### src/rtl/fpm_exp.sv
// fpm_exp: width-generic exponent/alignment sequencer driving the FPU mantissa shifter.
// Optional macro FPM_EXP_FASTALIGN_EN: alignment is one barrel shift of shamt=cnt.
module fpm_exp #(
  parameter int EW = 8,
  parameter int MW = 40,
  parameter int CW = 6
) (
  input  logic          __clk,
  input  logic          _0_f_,
  input  logic          start,
  input  logic          abort,
  input  logic [1:0]    op,
  input  logic [EW-1:0] ea,
  input  logic [EW-1:0] eb,
  input  logic          sh_rdy,
  input  logic          norm_ok,
  output logic          busy,
  output logic          done,
  output logic          shr,
  output logic          shl,
  output logic [CW-1:0] shamt,
  output logic          swap,
  output logic          g,
  output logic [EW-1:0] e_out,
  output logic          of,
  output logic          uf,
  output logic          zero
);

  localparam int XW = EW + 2;
  localparam logic signed [XW-1:0] MW_X  = XW'(MW);
  localparam logic signed [XW-1:0] E_MAX = XW'((1 << (EW - 1)) - 1);
  localparam logic signed [XW-1:0] E_MIN = XW'(-(1 << (EW - 1)));
  localparam logic signed [XW-1:0] ONE_X = XW'(1);
  localparam logic [CW-1:0]        MW_C  = CW'(MW);
  localparam logic [CW-1:0]        ONE_C = CW'(1);
  localparam logic [CW-1:0]        ZERO_C = CW'(0);

  localparam logic [1:0] OP_ALIGN = 2'b00;
  localparam logic [1:0] OP_MUL   = 2'b01;
  localparam logic [1:0] OP_DIV   = 2'b10;
  localparam logic [1:0] OP_NORM  = 2'b11;

  typedef enum logic [2:0] {
    S_IDLE  = 3'd0,
    S_CALC  = 3'd1,
    S_ALIGN = 3'd2,
    S_NORM  = 3'd3,
    S_FIN   = 3'd4
  } state_t;

  state_t               state_r, state_nx_s;
  logic [1:0]           op_r;
  logic [EW-1:0]        ea_r, eb_r;
  logic signed [XW-1:0] e_r, e_nx_s;
  logic [CW-1:0]        cnt_r, cnt_nx_s;
  logic                 sw_r, sw_nx_s, g_r, g_nx_s, zero_nx_s;
  logic signed [XW-1:0] ea_x_s, eb_x_s, d_s, ad_s;
  logic                 fin_entry_s;

  // Two extra sign bits keep sums, differences and normalise decrements from wrapping.
  assign ea_x_s = {{2{ea_r[EW-1]}}, ea_r};
  assign eb_x_s = {{2{eb_r[EW-1]}}, eb_r};
  assign d_s    = ea_x_s - eb_x_s;
  assign ad_s   = d_s[XW-1] ? -d_s : d_s;

  // Next-state, working exponent and shift counter.
  always_comb begin
    state_nx_s = state_r;
    e_nx_s     = e_r;
    cnt_nx_s   = cnt_r;
    sw_nx_s    = sw_r;
    g_nx_s     = g_r;
    zero_nx_s  = 1'b0;
    if (abort && (state_r != S_IDLE)) begin
      state_nx_s = S_IDLE;
    end else begin
      case (state_r)
        S_IDLE: begin
          if (start) begin
            state_nx_s = S_CALC;
          end else begin
            state_nx_s = S_IDLE;
          end
        end
        S_CALC: begin
          sw_nx_s = 1'b0;
          g_nx_s  = 1'b0;
          case (op_r)
            OP_ALIGN: begin
              sw_nx_s  = d_s[XW-1];
              g_nx_s   = (ad_s >= MW_X);
              cnt_nx_s = g_nx_s ? MW_C : ad_s[CW-1:0];
              e_nx_s   = d_s[XW-1] ? eb_x_s : ea_x_s;
              if (cnt_nx_s == ZERO_C) begin
                state_nx_s = S_FIN;
              end else begin
                state_nx_s = S_ALIGN;
              end
            end
            OP_MUL: begin
              e_nx_s     = ea_x_s + eb_x_s;
              state_nx_s = S_FIN;
            end
            OP_DIV: begin
              e_nx_s     = d_s;
              state_nx_s = S_FIN;
            end
            OP_NORM: begin
              e_nx_s     = ea_x_s;
              cnt_nx_s   = ZERO_C;
              state_nx_s = S_NORM;
            end
            default: state_nx_s = S_FIN;
          endcase
        end
        S_ALIGN: begin
`ifdef FPM_EXP_FASTALIGN_EN
          if (sh_rdy) begin
            cnt_nx_s   = ZERO_C;
            state_nx_s = S_FIN;
          end else begin
            state_nx_s = S_ALIGN;
          end
`else
          if (sh_rdy) begin
            cnt_nx_s = cnt_r - ONE_C;
            if (cnt_r == ONE_C) begin
              state_nx_s = S_FIN;
            end else begin
              state_nx_s = S_ALIGN;
            end
          end else begin
            state_nx_s = S_ALIGN;
          end
`endif
        end
        S_NORM: begin
          if (norm_ok) begin
            state_nx_s = S_FIN;
          end else if (cnt_r == MW_C) begin
            zero_nx_s  = 1'b1;
            e_nx_s     = '0;
            state_nx_s = S_FIN;
          end else if (sh_rdy) begin
            e_nx_s   = e_r - ONE_X;
            cnt_nx_s = cnt_r + ONE_C;
          end else begin
            state_nx_s = S_NORM;
          end
        end
        S_FIN:   state_nx_s = S_IDLE;
        default: state_nx_s = S_IDLE;
      endcase
    end
  end

  assign fin_entry_s = (state_nx_s == S_FIN) && (state_r != S_FIN);

  // FSM state, captured operands and working registers.
  always_ff @(posedge __clk or negedge _0_f_) begin
    if (!_0_f_) begin
      state_r <= S_IDLE;
      op_r    <= 2'b00;
      ea_r    <= '0;
      eb_r    <= '0;
      e_r     <= '0;
      cnt_r   <= '0;
      sw_r    <= 1'b0;
      g_r     <= 1'b0;
    end else begin
      state_r <= state_nx_s;
      e_r     <= e_nx_s;
      cnt_r   <= cnt_nx_s;
      sw_r    <= sw_nx_s;
      g_r     <= g_nx_s;
      if ((state_r == S_IDLE) && start) begin
        op_r <= op;
        ea_r <= ea;
        eb_r <= eb;
      end
    end
  end

  // Result flags are loaded on entry to FIN so they are valid alongside done.
  always_ff @(posedge __clk or negedge _0_f_) begin
    if (!_0_f_) begin
      e_out <= '0;
      of    <= 1'b0;
      uf    <= 1'b0;
      zero  <= 1'b0;
      swap  <= 1'b0;
      g     <= 1'b0;
    end else if (fin_entry_s) begin
      e_out <= e_nx_s[EW-1:0];
      of    <= !zero_nx_s && (e_nx_s > E_MAX);
      uf    <= !zero_nx_s && (e_nx_s < E_MIN);
      zero  <= zero_nx_s;
      swap  <= sw_nx_s;
      g     <= g_nx_s;
    end
  end

  assign busy = (state_r != S_IDLE);
  assign done = (state_r == S_FIN);
  assign shr  = (state_r == S_ALIGN);
  assign shl  = (state_r == S_NORM) && !norm_ok && (cnt_r != MW_C);
`ifdef FPM_EXP_FASTALIGN_EN
  assign shamt = shr ? cnt_r : (shl ? ONE_C : ZERO_C);
`else
  assign shamt = (shr || shl) ? ONE_C : ZERO_C;
`endif

endmodule

### config.mk
export PLATFORM = sky130hd
export DESIGN_NAME = fpm_exp
export DESIGN_NICKNAME = d
export VERILOG_FILES = /design/src/rtl/fpm_exp.sv
export SDC_FILE = /design/constraint.sdc
export NUM_CORES = 1
export LEC_CHECK = 0
export ABC_AREA = 1
export CAP_MARGIN = 40
export CORE_MARGIN = 1.5
export CORE_UTILIZATION = 52
export CTS_CLUSTER_SIZE = 14
export DETAILED_ROUTE_END_ITERATION = 10
export GPL_TIMING_DRIVEN = 0
export PLACE_DENSITY_LB_ADDON = 0.1
export SETUP_SLACK_MARGIN = 0.4
export SYNTH_ARGS = -nofsm -noshare
export SYNTH_HDL_FRONTEND = slang
export SYNTH_SLANG_ARGS = --single-unit
### constraint.sdc
create_clock -name __clk -period 2.9 [get_ports __clk]
set_input_delay 0.87 -clock __clk [delete_from_list [all_inputs] [get_ports __clk]]
set_output_delay 0.87 -clock __clk [all_outputs]
set_load 0.02 [all_outputs]
======== Yosys cells after proc, flatten, opt, wreduce, memory -nomap -nowiden ========
Cells that the tools add are included.
operators by class
  add/subtract/negate cells ............... 6
  $mul .................................... 0
  divide/modulo/power cells ............... 0
  magnitude comparators ................... 3
  equality and inequality tests ........... 17
  shifts and indexed selects .............. 0
  mux-type cells .......................... 36
  bitwise logic cells ..................... 1
  reduce and logical (&&, ||, !) cells .... 17
operator list
  cell                                                          count
  two-way mux 10 bit                                            6
  one-hot mux 10 bit (4 select lines)                           1
  two-way mux 6 bit                                             5
  two-way mux 3 bit                                             7
  one-hot mux 10 bit (2 select lines)                           1
  one-hot mux 6 bit (3 select lines)                            1
  two-way mux 1 bit                                             12
  one-hot mux 3 bit (4 select lines)                            1
  one-hot mux 6 bit (2 select lines)                            1
  >= comparator 10 x 7 -> 1 bit (second input constant)         1
  > comparator 10 x 8 -> 1 bit (second input constant)          1
  less-than comparator 10 x 8 -> 1 bit (second input constant)  1
  negation 9 -> 10 bit                                          1
  subtractor 10 x 2 -> 10 bit (second input constant)           1
  adder 8 x 8 -> 9 bit                                          1
  one-hot mux 3 bit (3 select lines)                            1
  subtractor 8 x 8 -> 9 bit                                     1
  != test 2 bit (second input constant)                         4
  logical AND 1 bit                                             7
  AND reduction 7 bit                                           1
  adder 6 x 1 -> 6 bit (second input constant)                  1
  == test 3 x 2 -> 1 bit (second input constant)                2
  == test 3 bit (second input constant)                         2
  == test 6 x 1 -> 1 bit (second input constant)                1
  15 further kinds                                              19
storage, ports and cells
  bits in registers ....................... 52
  latch bits .............................. 0
  memory bits (writable) .................. 0
  bits in read-only memories .............. 0
  bits of input ports ..................... 24
  output and inout bits ................... 23
  memories kept ........................... 0

======== Logic depth before layout (Yosys ltp) ========
  depth in word-level cells ............... 12
  gate-level depth with buffers ........... 26
  depth with buffers taken out ............ 24

======== Worst setup path before layout ========
Ideal clock, no wire load.
  path kind ............................... register to register
  start point ............................. register ea_r[0]
  end point ............................... register e_out[1]
  setup time .............................. 0.117 ns
  data arrival time ....................... 2.789 ns
  data required time ...................... 2.783 ns
  setup slack ............................. -0.006 ns
  stages on the path, launching flop included .. 25
  path buffers ............................ 1
  clock period less this slack ............ 2.906 ns
  cell sequence ........................... dfrtp_1 -> inv_1 -> ha_1 -> inv_1 -> fa_1 -> inv_1 -> ha_1 -> inv_1 -> nor2_1 -> nand3_1 -> nor2_1 -> nand2_1 -> nand3_1 -> nand2_2 -> inv_1 -> nand4_1 -> nor2_1 -> nand3_2 -> nand2_2 -> nand2_2 -> nor2_4 -> nand3_4 -> buf_6 -> nand2_1 -> nand2_1
between the ends
  longest elaborated chain between the ends .. 12
  elaborated cells on any way between the ends .. 17
ends and longest elaborated chain
  element                             line  RTL
  from (decl)                         54    logic [EW-1:0] ea_r, eb_r;
  from (signal assigned)              165   ea_r <= '0;
  from (signal assigned)              179   ea_r <= ea;
  subtractor 8 x 8 -> 9 bit           64    assign d_s = ea_x_s - eb_x_s;
  negation 9 -> 10 bit                65    assign ad_s = d_s[XW-1] ? -d_s : d_s;
  two-way mux 10 bit                  65
  >= comparator 10 x 7 -> 1 bit       92    g_nx_s = (ad_s >= MW_X);
  two-way mux 6 bit                   93    cnt_nx_s = g_nx_s ? MW_C : ad_s[CW-1:0];
  logical NOT 6 bit                   95    if (cnt_nx_s == ZERO_C) begin
  two-way mux 3 bit                   95
  one-hot mux 3 bit (3 select lines)  89    case (op_r)
  one-hot mux 3 bit (4 select lines)  78    case (state_r)
  two-way mux 3 bit                   75    if (abort && (state_r != S_IDLE)) begin
  == test 3 bit                       158   assign fin_entry_s = (state_nx_s == S_FIN) && (state_r != S_FIN);
  logical AND 1 bit                   158
  to (signal assigned)                195   e_out <= e_nx_s[EW-1:0];
  to (decl)                           24    output logic [EW-1:0] e_out,
Several ways; a longest one is shown, not always the timed one.
A chain may end at the register's enable or synchronous reset.

======== Worst setup path in the final report ========
  start point ............................. register eb_r[0]
  end point ............................... register swap
between the ends
  longest elaborated chain between the ends .. 12
  elaborated cells on any way between the ends .. 15
ends and longest elaborated chain
  element                             line  RTL
  from (decl)                         54
  from (signal assigned)              166   eb_r <= '0;
  from (signal assigned)              180   eb_r <= eb;
  subtractor 8 x 8 -> 9 bit *         64
  negation 9 -> 10 bit                65
  two-way mux 10 bit                  65
  >= comparator 10 x 7 -> 1 bit       92
  two-way mux 6 bit                   93
  logical NOT 6 bit                   95
  two-way mux 3 bit                   95
  one-hot mux 3 bit (3 select lines)  89
  one-hot mux 3 bit (4 select lines)  78
  two-way mux 3 bit                   75
  == test 3 bit                       158
  logical AND 1 bit                   158
  to (signal assigned)                199   swap <= sw_nx_s;
  to (decl)                           22    output logic swap,
Mark *: on every way between the ends. The rest lies on a longest branch, timed or not.

==> impl_metrics.env <==
export IMPL_place_congestion=0.9594
export IMPL_hp_class="reg -> reg"
export IMPL_synthFlopType="dfrtp_1"
export IMPL_clk_pin_slew_ns=0.13
export IMPL_regToRegSetupSlack_ns=-0.37
export IMPL_cp_max_fo=5
export IMPL_nets=794
export IMPL_synthCells=629
export IMPL_htreeDepth=2
export IMPL_synth_edf_count=0
export IMPL_dp_slack_ns=-0.4900
export IMPL_drcViolationCount=0
export IMPL_n_fill_cell=619
export IMPL_synthDistinctLibCells=43
export IMPL_dieWidth_um=93.90
export IMPL_cts_sinks=52
export IMPL_drv_cap=0
export IMPL_finalSetupViolations=15
export IMPL_dieArea_um2=8817
export IMPL_max_clock_freq_mhz=306.3
export IMPL_postSynth_asyncResetShare_pct=100.0
export IMPL_clk_latency_ns=0.32
export IMPL_grt_ovfl_total=0
export IMPL_post_drt_wl_per_cell_um=16.25
export IMPL_final_antenna_net_count=0
export IMPL_fin_util_pct=73.36
export IMPL_final_cell_mix="126 x nand2_1, 79 x inv_1, 60 x nor2_1, 57 x buf_4, 52 x dfrtp_1"
export IMPL_numCtsBuffers=5
export IMPL_worstPathRequired_ns=3.11
export IMPL_cts_tree="built"
export IMPL_antenna_cells=0
export IMPL_critical_path_class="reg -> reg"
export IMPL_core_area_um2=7848
export IMPL_cts_buffer_depth=2
export IMPL_hpwlAfterDp_um=9180
export IMPL_ys_warn_count=0
export IMPL_fin_setup_tns_ns=-4.826
export IMPL_setup_slack_ns=-0.3652
export IMPL_synth_seq_cells=52
export IMPL_dr_total_vias=4797
export IMPL_fin_worst_skew_ns=0.01928
export IMPL_violations="negative setup slack"
export IMPL_relSlewSlack_pct=51.20
export IMPL_synth_area_um2=4297
export IMPL_end_kind="flip-flop"
export IMPL_arrival_ns=3.47
export IMPL_final_common_cell="nand2_1"
export IMPL_grt_max_degree=34
export IMPL_dr_pass1_iters=5
export IMPL_syn_avg_cell_area_um2=6.831
export IMPL_root_buffer="clkbuf_8"
export IMPL_chipHeight_um=93.90
export IMPL_drt_vias_per_instance=5.670
export IMPL_antenna_found_initial=0
export IMPL_start_kind="flip-flop"
export IMPL_io_pins=47
export IMPL_hold_viol_final=0
export IMPL_port_buffers=41
export IMPL_grt_pass1_vias=4454
export IMPL_finalCritPeriodShare_pct=112.6
export IMPL_finalWirelength_um=13750
export IMPL_worstMarginPinSlew_ns=0.7293
export IMPL_rsz0062_at_grt="true"
export IMPL_drv_slew=0
export IMPL_drive_above_1_share_pct=25.40
export IMPL_start_util_pct=54.75
export IMPL_area_growth_pct=33.98
export IMPL_period_needed_ns=3.265
export IMPL_row_count=32
export IMPL_synth_yosys_seq_area_share_pct=30.29
export IMPL_grt_pass1_wl_um=21510
export IMPL_grt_usage_pct=31.41
export IMPL_drt_iter0_drc=460
export IMPL_status="finished, violations left"
-- flip-flops by register name (all words and copies together), names as in the netlist --
register  count
g             1
op_r          2
cnt_r         6
zero          1
sw_r          1
g_r           1
eb_r          8
uf            1
swap          1
state_r       3
ea_r          8
of            1
e_r          10
e_out         8
-- path summary, 6_finish.rpt --
kind / cells after the start / startpoint / to
min in group asynchronous: 1 / _0_f_ / ea_r[1]
min: 2 / e_out[1] / e_out[1]
max reg2reg: 22 / eb_r[0] / swap
max: 22 / eb_r[0] / swap
min reg2reg: 2 / e_out[1] / e_out[1]
max in group asynchronous: 2 / _0_f_ / e_out[5]
-- layer usage --
layer / part of all wire (%) / vias up / wire length, um / GRT usage [%]
met5: 0 / - / 0 / 0
met4: 2.8 / 0 / 386 / 9.701
met3: 6.9 / 47 / 947 / 3.964
met2: 46 / 236 / 6368 / 51.81
met1: 44 / 2248 / 6044 / 42.86
li1: - / 2266 / - / -
-- final cells by class --
| type | count | area (um^2) | share of cell area (%) |
|---|---|---|---|
| Timing Repair Buffer | 103 | 930.9 | 16.17 |
| Sequential cell | 52 | 1301 | 22.60 |
| Clock inverter | 3 | 26.28 | 0.4564 |
| Multi-Input combinational cell | 465 | 2779 | 48.27 |
| Tap cell | 102 | 127.6 | 2.217 |
| Inverter | 95 | 367.9 | 6.390 |
| Clock buffer | 5 | 68.82 | 1.195 |
| Buffer | 21 | 155.1 | 2.695 |
-- stage by stage --
step	hold slack, ns	instance area (um^2)	std cells
after global routing	0.5221	5757	846
final	0.4898	5757	846
after detailed placement	0.4626	4890	777
after floorplan	0.4656	4337	633
after CTS	0.4909	5544	830
after global placement	0.4538	4875	776
-- Yosys cell counts, types with 4 or more instances --
cell | number | area (um^2)
buf_4 | 8 | 60.06
a21oi_1 | 47 | 235.2
nand3_1 | 36 | 180.2
nor3_1 | 5 | 25.02
nand2_2 | 10 | 62.56
clkbuf_1 | 8 | 30.03
o22ai_1 | 4 | 25.02
inv_1 | 91 | 341.6
o211ai_1 | 9 | 67.56
ha_1 | 25 | 312.8
a31oi_1 | 4 | 25.02
nand4_1 | 21 | 131.4
nand2_1 | 148 | 555.5
xor2_1 | 4 | 35.03
dfrtp_1 | 52 | 1301
o21ai_0 | 35 | 175.2
nor2_1 | 70 | 262.8
-- worst max-delay path: stages, from the launching register on --
cell and delay (ns):
dfrtp_1 0.45, ha_4 0.19, inv_4 0.05, fa_2 0.44
inv_4 0.09, nand2_1 0.09, nor2_4 0.12, nand3_1 0.10
nor2_2 0.13, nand3_1 0.08, nand2_1 0.09, nand2_1 0.09
nand2_1 0.12, nor2_4 0.06, nand3b_1 0.15, nand3_2 0.13
nand2_2 0.10, nand2_2 0.06, nor2_4 0.19, nand3_4 0.13
buf_6 0.17, nand2_2 0.06, nand2_2 0.04
-- timing repair --
item,4_1_cts,5_1_grt
hold buffers,0,0
pin swaps,33,26
hold endpoints to repair,0,0
gates cloned,2,0
endpoints found under the setup margin,33,35
resized for setup,86,38
buffers inserted,43,16
-- logic make-up (layout without fill, tap and decap cells) --
| kind of cell | count (synthesis) | after routing | share of synthesized area (%) |
|---|---|---|---|
| AND/OR/NAND/NOR | 308 | 308 | 32.18 |
| buffers and inverters | 116 | 227 | 11.42 |
| AO/OA/AOI/OAI | 114 | 114 | 15.06 |
| flip-flops | 52 | 52 | 30.29 |
| adder cells (fa/ha/maj) | 27 | 27 | 8.212 |
| XOR/XNOR | 8 | 8 | 1.980 |
| multiplexers | 3 | 3 | 0.7862 |
| other | 1 | 5 | 0.08728 |
Power is not shown: default switching activity piles up to over one toggle a cycle in this logic, so the estimate is an artifact.
==> edit: new RTL, config.mk and constraints unchanged <==
Encoding of `state_t`: now Gray code (3 bits for 5 states).
--- a/src/rtl/fpm_exp.sv
+++ b/src/rtl/fpm_exp.sv
@@ -42,11 +42,11 @@
   localparam logic [1:0] OP_NORM  = 2'b11;
 
   typedef enum logic [2:0] {
-    S_IDLE  = 3'd0,
-    S_CALC  = 3'd1,
-    S_ALIGN = 3'd2,
-    S_NORM  = 3'd3,
-    S_FIN   = 3'd4
+    S_IDLE  = 3'b000,
+    S_CALC  = 3'b001,
+    S_ALIGN = 3'b011,
+    S_NORM  = 3'b010,
+    S_FIN   = 3'b110
   } state_t;
 
   state_t               state_r, state_nx_s;
Function: no difference found for any inputs over 4 cycles, from zero or initial values; so few cycles prove little.
==> edit against the original RTL <==
- the flow still finishes with violations (setup timing)
- maximum frequency grew 9.7%
- design area shrank 4.3%
- non-clock buffer count shrank 30
- cell count shrank 3.2%
- setup slack gained 0.29 ns
- clock skew shrank 0.0042 ns
- routed wire length shrank 7.8%
- area after synthesis grew 1.7%
- synthesized cell count grew 0.48%
- sequential cell count is the same
Power is left out: the tool's default activity adds up to more than one toggle a clock period on the data nets, which glitch-free logic cannot reach.
==> edit: results (changes against the original RTL) <==
- Status: finished with violations
- Failing checks: setup timing
- DR vias: 4539 (-5.4%)
- Worst R2R End: e_out[5]$_DFFE_PN0P_
- Asr flop ratio synth: 100% (unchanged)
- Pin count of the biggest net entering global routing: 38 (+12%)
- Min-Delay Path Class: in -> async
- Total wire length: 12700 um (-7.8%)
- RD Place Congestion: 0.945 (-1.5%)
- Post_cts resized: 35 (-59%)
- Starting DRC count in detailed routing: 374 (-19%)
- Vias/cell: 5.54 (-2.3%)
- Placed cells: 783 (+0.77%)
- CP arrival: 3.20 ns (-0.27 ns)
- Synth top area cells: dfrtp_1 30%, nand2_1 12%, inv_1 7.4%, ha_1 7.2%, nand3_1 5.8%
- Worst r2r path cells: 23 (+4.5%)
- Setup TNS: -0.659 ns (+4.17 ns)
- Nets: 764 (-3.8%)
- Final setup violating endpoints: 10 (-5)
- Count of multi-input gates: 469 (+0.86%)
- Placed inst area: 0.00497 sq mm (+1.7%)
- First-pass GRT wire length: 20100 um (-6.6%)
- Fin util: 67.4% (-5.9 points)
- Largest register FFs: 10 (unchanged)
- Buffers excl. clock: 94 (-24%)
- Gr usage total: 28.8% (-2.6 points)
- Post-synth top cells: 137 x nand2_1, 86 x inv_1, 65 x nor2_1
- Worst Setup Slack, final: -0.0753 ns (+0.290 ns)
- Register area share after synthesis: 29.8% (-0.51 points)
- R2R Setup Slk: -0.08 ns (+0.29 ns)
- Clock network area share: 1.77% (+0.12 points)
- HPWL Detailed: 9110 um (-0.72%)
- Multi-input combinational area share: 50.6% (+2.3 points)
- Drt pass-1 iters: 6 (+1)
- Non-CTS inverters: 91 (-4.2%)
- Number of global-route vias before repair: 4146 (-6.9%)
- Fillers: 709 (+15%)
- Syn Inst Count: 632 (+0.48%)
- Max FO, Critical Path: 6 (+1)
- Clock skew: 0.0151 ns (-0.00418 ns)
- Layout cell share with drive strength beyond 1: 23.4% (-2.0 points)
- M3 GR Usage: 3.54% (-0.42 points)
- Worst hold margin: 0.448 ns (-0.0418 ns)
- Max-slew headroom: 49.6% (-1.6 points)
- Buffering overhead: 15.3% (-3.6 points)
- DP Worst Slack: -0.306 ns (+0.184 ns)
- Post-CTS Setup Bufs: 13 (-70%)
[edit: worst max path at each step]
stage	slack [ns]	end	from	cells after the start
after floorplan	0.15	e_out[5]$_DFFE_PN0P_	ea_r[0]$_DFFE_PN0P_	24
after global placement	-0.68	eb_r[7]$_DFFE_PN0P_	_0_f_	1
after detailed placement	-0.31	shamt[0]	norm_ok	5
after CTS	0.02	e_out[5]$_DFFE_PN0P_	ea_r[0]$_DFFE_PN0P_	24
after global routing	-0.22	g$_DFFE_PN0P_	ea_r[0]$_DFFE_PN0P_	23
final	-0.08	e_out[5]$_DFFE_PN0P_	eb_r[0]$_DFFE_PN0P_	23
[edit: kinds of logic (layout without fill, tap and decap cells)]
family | Yosys count | count (layout) | synth area share (%)
AOI/OAI and AO/OA | 109 | 109 | 14.5
xor gates and xnor gates | 10 | 10 | 2.00
adders and majority gates | 27 | 27 | 8.07
buffers and inverters | 115 | 193 | 11.7
DFF | 52 | 52 | 29.8
muxes | 4 | 4 | 1.03
other | 1 | 5 | 0.0858
and+or+nand+nor | 314 | 314 | 32.8
[edit: worst max-delay path, stage by stage (launching register included)]
cell and delay [ns]:
dfrtp_1 0.44, ha_4 0.18, inv_4 0.05, fa_2 0.42, inv_2 0.10, ha_4 0.14, inv_4 0.04, nor2_4 0.12
nand3_4 0.09, nor2_4 0.17, nand3_2 0.09, nand2_2 0.08, nand2_2 0.06, inv_1 0.06, nand3_2 0.08, nor2_2 0.10
nand2_2 0.07, nand2_2 0.06, nand2_2 0.07, nand2_4 0.08, nand2_4 0.10, buf_8 0.17, nand2_2 0.04, nand2_1 0.05
[edit: layer usage]
layer / vias to the layer above / wire length, um
li1: 2188 / -
met1: 2147 / 5620
met2: 176 / 5970
met3: 28 / 811
met4: 0 / 277
met5: - / 0
